File: config.mk
export PLATFORM = sky130hd
export DESIGN_NAME = actor_motion_ctrl
export DESIGN_NICKNAME = d
export VERILOG_FILES = /design/src/rtl/pacman_pkg.sv /design/src/rtl/tile_neighbor_lookup.sv /design/src/rtl/actor_motion_ctrl.sv
export SDC_FILE = /design/constraint.sdc
export NUM_CORES = 2
export LEC_CHECK = 0
export ABC_AREA = 0
export CORE_AREA = 2 2 606 608
export DETAILED_ROUTE_END_ITERATION = 10
export DIE_AREA = 0 0 608 610
export PLACE_DENSITY_LB_ADDON = 0.12
export SLEW_MARGIN = 15
export SYNTH_ARGS = -nofsm -noshare
export SYNTH_HDL_FRONTEND = slang
export SYNTH_SLANG_ARGS = --single-unit
File: constraint.sdc
create_clock -name clk -period 19.55 [get_ports clk]
set_input_delay 2.9325 -clock clk [delete_from_list [all_inputs] [get_ports clk]]
set_output_delay 2.9325 -clock clk [all_outputs]
set_load 0.01 [all_outputs]
File: src/rtl/pacman_pkg.sv
// Shared definitions for the maze actors: direction codes, motion state
// encoding and the row-major tile index helper.
package pacman_pkg;

    typedef enum logic [1:0] {
        DIR_UP    = 2'd0,
        DIR_DOWN  = 2'd1,
        DIR_LEFT  = 2'd2,
        DIR_RIGHT = 2'd3
    } dir_t;

    typedef enum logic {
        ST_STOP = 1'b0,
        ST_MOVE = 1'b1
    } motion_state_t;

    function automatic int unsigned tile_index(input int unsigned col,
                                               input int unsigned row,
                                               input int unsigned cols);
        return row * cols + col;
    endfunction

    function automatic dir_t opposite_dir(input dir_t heading);
        case (heading)
            DIR_UP:    return DIR_DOWN;
            DIR_DOWN:  return DIR_UP;
            DIR_LEFT:  return DIR_RIGHT;
            default:   return DIR_LEFT;
        endcase
    endfunction

endpackage

File: src/rtl/tile_neighbor_lookup.sv
// Combinational neighbour-wall lookup: given a tile and a heading, reports
// whether the adjacent tile is blocked. Grid edges count as walls; with
// ACTOR_TUNNEL_WRAP_EN defined the left/right edges wrap to the opposite
// column of the same row. Top/bottom edges are always walls.
module tile_neighbor_lookup
    import pacman_pkg::*;
#(
    parameter int unsigned COLS = 32,
    parameter int unsigned ROWS = 24
) (
    input  logic [$clog2(COLS)-1:0] col,
    input  logic [$clog2(ROWS)-1:0] row,
    input  dir_t                    heading,
    input  logic [COLS*ROWS-1:0]    walls,
    output logic                    blocked
);

    localparam int unsigned CW = $clog2(COLS);
    localparam int unsigned RW = $clog2(ROWS);
    localparam int unsigned IW = $clog2(COLS*ROWS);

    logic [IW-1:0] idx;
    logic          edge_hit;

    // Resolve the neighbour index (or an edge hit) and look up its wall bit
    always_comb begin
        edge_hit = 1'b0;
        idx      = '0;
        case (heading)
            DIR_UP: begin
                if (row == '0) edge_hit = 1'b1;
                else idx = IW'(tile_index(32'(col), 32'(row) - 32'd1, COLS));
            end
            DIR_DOWN: begin
                if (row == RW'(ROWS-1)) edge_hit = 1'b1;
                else idx = IW'(tile_index(32'(col), 32'(row) + 32'd1, COLS));
            end
            DIR_LEFT: begin
                if (col == '0) begin
`ifdef ACTOR_TUNNEL_WRAP_EN
                    idx = IW'(tile_index(COLS - 1, 32'(row), COLS));
`else
                    edge_hit = 1'b1;
`endif
                end else begin
                    idx = IW'(tile_index(32'(col) - 32'd1, 32'(row), COLS));
                end
            end
            default: begin
                if (col == CW'(COLS-1)) begin
`ifdef ACTOR_TUNNEL_WRAP_EN
                    idx = IW'(tile_index(0, 32'(row), COLS));
`else
                    edge_hit = 1'b1;
`endif
                end else begin
                    idx = IW'(tile_index(32'(col) + 32'd1, 32'(row), COLS));
                end
            end
        endcase
        blocked = edge_hit | walls[idx];
    end

endmodule

File: src/rtl/actor_motion_ctrl.sv
// Player actor motion controller: keyboard turn buffer, tile-grid movement
// at SPEED pixels per step, wall stops and dot detection.
// Optional build macro ACTOR_TUNNEL_WRAP_EN enables left/right edge wrap.
module actor_motion_ctrl
    import pacman_pkg::*;
#(
    parameter int unsigned TILE      = 20,
    parameter int unsigned COLS      = 32,
    parameter int unsigned ROWS      = 24,
    parameter int unsigned SPEED     = 4,
    parameter int unsigned STEP_DIV  = 4,
    parameter int unsigned START_COL = 1,
    parameter int unsigned START_ROW = 1,
    parameter int unsigned BUF_STEPS = 8
) (
    input  logic                           clk,
    input  logic                           reset,
    input  logic                           w,
    input  logic                           a,
    input  logic                           s,
    input  logic                           d,
    input  logic [COLS*ROWS-1:0]           tilemap_walls,
    input  logic [COLS*ROWS-1:0]           tilemap_dots,
    output logic [$clog2(COLS*TILE)-1:0]   pos_x,
    output logic [$clog2(ROWS*TILE)-1:0]   pos_y,
    output logic [1:0]                     dir,
    output logic                           moving,
    output logic                           dot_eaten,
    output logic [$clog2(COLS*ROWS)-1:0]   dot_idx
);

    localparam int unsigned XW = $clog2(COLS*TILE);
    localparam int unsigned YW = $clog2(ROWS*TILE);
    localparam int unsigned IW = $clog2(COLS*ROWS);
    localparam int unsigned CW = $clog2(COLS);
    localparam int unsigned RW = $clog2(ROWS);
    localparam int unsigned DW = (STEP_DIV > 1) ? $clog2(STEP_DIV) : 1;
    localparam int unsigned BW = $clog2(BUF_STEPS + 1);

    localparam logic [XW-1:0] TILE_X  = XW'(TILE);
    localparam logic [YW-1:0] TILE_Y  = YW'(TILE);
    localparam logic [XW-1:0] SPEED_X = XW'(SPEED);
    localparam logic [YW-1:0] SPEED_Y = YW'(SPEED);
    localparam logic [XW-1:0] X_START = XW'(START_COL * TILE);
    localparam logic [YW-1:0] Y_START = YW'(START_ROW * TILE);
`ifdef ACTOR_TUNNEL_WRAP_EN
    localparam logic [XW-1:0] X_LAST  = XW'((COLS - 1) * TILE);
`endif

    logic [DW-1:0]  div_cnt;
    logic           step;
    logic [3:0]     key_q;
    logic [3:0]     pressed;
    logic [3:0]     fresh;
    logic           key_hit;
    dir_t           key_dir;
    dir_t           buf_dir;
    logic [BW-1:0]  buf_cnt;
    logic           buf_valid;
    motion_state_t  state, state_nx;
    dir_t           dir_q;
    logic           aligned;
    logic [CW-1:0]  cur_col;
    logic [RW-1:0]  cur_row;
    logic           fwd_blocked;
    logic           turn_blocked;
    logic           turn_ok;
    logic           do_move;
    dir_t           mv_dir;
    logic [XW-1:0]  nx;
    logic [YW-1:0]  ny;
    logic           n_aligned;
    logic [IW-1:0]  n_idx;
    logic           dot_hit;

    assign step      = (div_cnt == DW'(STEP_DIV - 1));
    assign buf_valid = (buf_cnt != '0);
    assign aligned   = ((pos_x % TILE_X) == '0) && ((pos_y % TILE_Y) == '0);
    assign cur_col   = CW'(pos_x / TILE_X);
    assign cur_row   = RW'(pos_y / TILE_Y);
    assign dir       = dir_q;

    // Free-running step divider
    always_ff @(posedge clk) begin
        if (reset) div_cnt <= '0;
        else if (step) div_cnt <= '0;
        else div_cnt <= div_cnt + 1'b1;
    end

    // Detect newly pressed (active-low) keys, priority w > s > a > d
    always_comb begin
        pressed = {~w, ~s, ~a, ~d};
        fresh   = pressed & ~key_q;
        key_hit = |fresh;
        if (fresh[3])      key_dir = DIR_UP;
        else if (fresh[2]) key_dir = DIR_DOWN;
        else if (fresh[1]) key_dir = DIR_LEFT;
        else               key_dir = DIR_RIGHT;
    end

    // Turn buffer: a new press overwrites; otherwise age it on each step
    always_ff @(posedge clk) begin
        if (reset) begin
            key_q   <= '0;
            buf_dir <= DIR_LEFT;
            buf_cnt <= '0;
        end else begin
            key_q <= pressed;
            if (key_hit) begin
                buf_dir <= key_dir;
                buf_cnt <= BW'(BUF_STEPS);
            end else if (step && buf_valid) begin
                if (turn_ok) buf_cnt <= '0;
                else buf_cnt <= buf_cnt - 1'b1;
            end
        end
    end

    tile_neighbor_lookup #(.COLS(COLS), .ROWS(ROWS)) u_fwd_lookup (
        .col     (cur_col),
        .row     (cur_row),
        .heading (dir_q),
        .walls   (tilemap_walls),
        .blocked (fwd_blocked)
    );

    tile_neighbor_lookup #(.COLS(COLS), .ROWS(ROWS)) u_turn_lookup (
        .col     (cur_col),
        .row     (cur_row),
        .heading (buf_dir),
        .walls   (tilemap_walls),
        .blocked (turn_blocked)
    );

    // Motion state register
    always_ff @(posedge clk) begin
        if (reset) state <= ST_STOP;
        else state <= state_nx;
    end

    // Step decision: buffered turn first, then forward motion or stop.
    // Aligned turns (including reversals) need an open target tile; between
    // tiles only a reversal is possible, since both tiles are known open.
    always_comb begin
        state_nx = state;
        do_move  = 1'b0;
        mv_dir   = dir_q;
        turn_ok  = 1'b0;
        moving   = (state == ST_MOVE);
        if (step) begin
            if (buf_valid) begin
                if (aligned) turn_ok = !turn_blocked && ((state == ST_STOP) || (buf_dir != dir_q));
                else turn_ok = (buf_dir == opposite_dir(dir_q));
            end
            if (turn_ok) begin
                state_nx = ST_MOVE;
                do_move  = 1'b1;
                mv_dir   = buf_dir;
            end else if (state == ST_MOVE) begin
                if (aligned && fwd_blocked) state_nx = ST_STOP;
                else do_move = 1'b1;
            end
        end
    end

    // Next position for this step
    always_comb begin
        nx = pos_x;
        ny = pos_y;
        if (do_move) begin
            case (mv_dir)
                DIR_UP:   ny = pos_y - SPEED_Y;
                DIR_DOWN: ny = pos_y + SPEED_Y;
                DIR_LEFT: begin
`ifdef ACTOR_TUNNEL_WRAP_EN
                    if (pos_x == '0) nx = X_LAST;
                    else nx = pos_x - SPEED_X;
`else
                    nx = pos_x - SPEED_X;
`endif
                end
                default: begin
`ifdef ACTOR_TUNNEL_WRAP_EN
                    if (pos_x == X_LAST) nx = '0;
                    else nx = pos_x + SPEED_X;
`else
                    nx = pos_x + SPEED_X;
`endif
                end
            endcase
        end
        n_aligned = ((nx % TILE_X) == '0) && ((ny % TILE_Y) == '0);
        n_idx     = IW'(tile_index(32'(nx / TILE_X), 32'(ny / TILE_Y), COLS));
        dot_hit   = do_move && n_aligned && tilemap_dots[n_idx];
    end

    // Position and heading registers (nx/ny equal pos when not stepping)
    always_ff @(posedge clk) begin
        if (reset) begin
            pos_x <= X_START;
            pos_y <= Y_START;
            dir_q <= DIR_LEFT;
        end else begin
            pos_x <= nx;
            pos_y <= ny;
            if (turn_ok) dir_q <= buf_dir;
        end
    end

    // Dot pulse, raised for the cycle following a landing on a dotted tile
    always_ff @(posedge clk) begin
        if (reset) begin
            dot_eaten <= 1'b0;
            dot_idx   <= '0;
        end else begin
            dot_eaten <= dot_hit;
            if (dot_hit) dot_idx <= n_idx;
        end
    end

endmodule
==> flow_results.org <==
** Outcome
- The run finished with clean final reports.

** Power
- Dividing total power by cell area gives a power density of around 44 mW/mm^2.
- Static leakage :: roughly 19 nW
- Summing internal, switching and leakage power gives between 2 and 2.5 mW.
- IR analysis of the VDD net gives a maximum drop of ~0.027 mV.

** Finish
- Total number of nets in the final design :: approximately 7800
- In the final layout, flip-flops and latches occupy ~820 um^2.
- The post-route netlist has under 10% of its cells at a drive strength greater than 1.
- Area added between synthesis and finish :: 73.65%
- Counting the fill cells in the layout gives ~42000.
- Area occupied by multi-input gates :: 0.02821 mm^2
- Measured on the finished design, the core utilization comes to between 10% and 20%.

** Worst setup path
- STA classifies the critical path endpoint as a register.
- Top cell family by delay on the critical path :: compound AO/OA/AOI/OAI gates
- The critical path runs through a total of 66 cells.
- Critical path data required time :: between 15000 and 20000 ps
- CP max FO :: between 50 and 60
- Worst reg-to-reg path cell count :: 66
- CP Buf/Inv Count :: 10
- Highest-delay cell along the critical path :: sky130_fd_sc_hd__nand2_4
- For this run, the slowest stage of the critical path takes just under 600 ps.
- STA classifies the critical path startpoint as a register.
- Arrival time of the worst setup path :: 18760 ps
- Critical path class :: reg -> reg
- Most Frequent Cell on Critical Path :: sky130_fd_sc_hd__buf_4

** Clocking
- Counting along the longest clock path gives a buffer depth of 2.
- After clock tree synthesis, the clock-pin slew on the worst setup and hold paths is about 80 ps.
- CTS tree :: yes
- At the later pin of the worst-skew pair, clock insertion delay measures ~310 ps.
- The number of hold buffers added after CTS was 0.
- CTS built an H-tree with a depth of 2.
- Master cell of the clock root buffer :: sky130_fd_sc_hd__clkbuf_16
- TritonCTS created 5 clock buffers.
- Clock net sink count :: 41

** STA
- Ratio of final minimum period to clock period :: a little over nine tenths
- Setup repair after global routing left no endpoint under its margin.
- The smallest clock period supported by the final layout is computed as roughly 19000 ps.
- Clock skew on the completed layout was measured at ~11 ps.
- Setup TNS :: 0 ps
- The number of max-slew violations in the final report was 0.
- The count of endpoints failing hold in the final timing report came to 0.
- Final setup fails :: 0
- Headroom to the max-slew limit came out at 17.62%.
- For the pin with the worst max-slew slack, the measured transition is between 1000 and 1500 ps.
- Worst Slack Setup Final :: approximately 1000 ps
- Max Clk Rate :: between 0.05 and 0.06 GHz

** GRT
- For this run the aggregate overflow at the end of global routing stands at 0.
- Pin count of the biggest net entering global routing :: 83
- The number of antenna violations at the first check in global routing came to around 180.
- Global routing used around a fifth of the available tracks across all layers.
- Wire length of the first global-routing pass :: 497.0 mm
- Number of global-route vias before repair :: 48970

** Logic synthesis
- In this run the cell area of the synthesized design comes to 0.03092 mm^2.
- Biggest area consumer among synthesized cells :: sky130_fd_sc_hd__nand2_1
- Synthesis instantiated between 100 and 150 different standard cells from the library.
- Most used standard cell by instance count after synthesis :: sky130_fd_sc_hd__nand2_1
- The top cell type by area accounts for between 10 and 15% of the synthesized area.
- Sequential cells were found to cover between 2 and 3% of the synthesized design area.
- The most used flip-flop cell after synthesis is sky130_fd_sc_hd__dfxtp_1.
- Ranking of synthesized cells by area :: sky130_fd_sc_hd__nand2_1, sky130_fd_sc_hd__mux2i_1, sky130_fd_sc_hd__nand3_1
- Asr flop ratio synth :: 0%
- Most frequent cells after synthesis :: sky130_fd_sc_hd__nand2_1, sky130_fd_sc_hd__nand3_1, sky130_fd_sc_hd__mux2i_1
- Cell count after synthesis :: between 4000 and 5000
- Counting flops and latches in the post-synthesis netlist gives 41.
- Average instance area after synthesis :: 6.389 um^2
- In this run, synthesis inferred 0 flip-flops with an integrated enable.
- Synth Warn # :: 0

** Drt
- Once detail routing completed, the nets flagged for antenna violations numbered 0.
- Dividing the detail-routed via count by the number of cells gives around 4.4.
- Vias :: around 50000
- Summed over all layers, the routed wires come to about 390 mm.
- In the final routed layout, each cell accounts on average for around 35 um.
- First-pass iteration count of the detailed router :: 6
- DRC :: 0
- The detailed router finished its first iteration with 4657 violations.

** Floorplanning
- From left edge to right edge, the die measures about 610 um.
- Die area :: around 0.37 mm^2
- Site Rows :: 222
- I/O pin count :: ~1600
- Die span in y :: ~610 um
- For this configuration, the core starts out at a cell density of between 8 and 9%.
- Core Area :: 0.3644 mm^2

** Placed design
- Placement-stage worst setup slack :: -671.7 ps
- In this run the tool buffered the top-level ports with between 1500 and 2000 buffer cells.
- The wire-length estimate of the detail-placed layout is 323.0 mm.
- The congestion estimate from routability-driven global placement came to 0.8967.

** Flow run
- Max-cap violations :: 0

** Hold path
- Along the worst hold path, the cell count comes to 1.
- The tightest min-delay check is of the reg -> reg type.
==> cells by family after synthesis <==
kind of cell / count (synthesis) / synth area share [%]
xor gates and xnor gates: 42 / 1.190
muxes: 504 / 18.74
buffers and inverters: 536 / 8.226
and+or+nand+nor: 2344 / 34.88
AOI/OAI and AO/OA: 1326 / 32.41
adders and majority gates: 46 / 1.886
other: 1 / 0.01213
DFF: 41 / 2.654
==> area by class of cell <==
type                       count  share of cell area, %
multi-input combinational   4267                  52.53
timing repair buffer        1835                  33.70
tap                         4816                  11.22
sequential                    41                  1.536
antenna                       88                 0.4101
inverter                      50                 0.3495
clock buffer                   6                 0.2400
clock inverter                 1                0.01631
==> per-stage QoR <==
stage                     cells  hold WS (ps)  area, um^2
after floorplan            4843         404.3       30930
after global placement    11000         412.6       53100
after detailed placement  11000         424.0       53190
after CTS                 11010         435.5       53390
after global routing      11080         447.6       53640
final                     11100         432.7       53700
==> worst paths after layout <==
kind	from	endpoint	slack, ps
hold / removal	div_cnt[0]$_SDFF_PP0_	div_cnt[0]$_SDFF_PP0_	430
hold reg to reg	div_cnt[0]$_SDFF_PP0_	div_cnt[0]$_SDFF_PP0_	430
setup / recovery	pos_x[7]$_SDFF_PP0_	dot_idx[4]$_SDFFE_PP0P_	1000
setup reg to reg	pos_x[7]$_SDFF_PP0_	dot_idx[4]$_SDFFE_PP0P_	1000
==> layout by cell type, fill, tap and decap left out, drive strengths merged, types with 51 or more instances in the layout <==
cell,n
a2111oi,73
a211oi,63
a21oi,152
a221oi,95
a22oi,53
a311oi,106
a31oi,117
and3,189
buf,266
clkdlybuf4s50,1569
diode,88
mux2,51
mux2i,400
mux4,53
nand2,1192
nand3,428
nand4,55
nor2,213
nor3,63
o21ai,173
==> registers in the layout (all words and copies together), names as in the netlist, 2 cells and up <==
| signal | count |
|---|---|
| pos_x | 8 |
| buf_dir | 2 |
| pos_y | 7 |
| div_cnt | 2 |
| dot_idx | 10 |
| key_q | 4 |
| dir | 2 |
| buf_cnt | 4 |
==> per-layer routing <==
layer	global-route usage (%)	part of all wire (%)
met2	38.19	54
met4	7.180	3.6
met3	3.499	5.9
met5	0	0.11
met1	21.09	36
==> power by group <==
group / switching (mW) / internal (mW) / total (mW)
registers: 0.00271 / 0.0856 / 0.0884
clock network: 0.0445 / 0.0473 / 0.0918
logic: 1.35 / 0.814 / 2.16
==> timing repair <==
action / in CTS / in global routing
buffers inserted: 4 / 5
pin swaps: 1 / 4
endpoints found under the hold margin: 0 / 0
endpoints found under the setup margin: 11 / 11
gates cloned: 0 / 1
gates resized for setup: 4 / 9
Power figures use the tool's default switching activity.
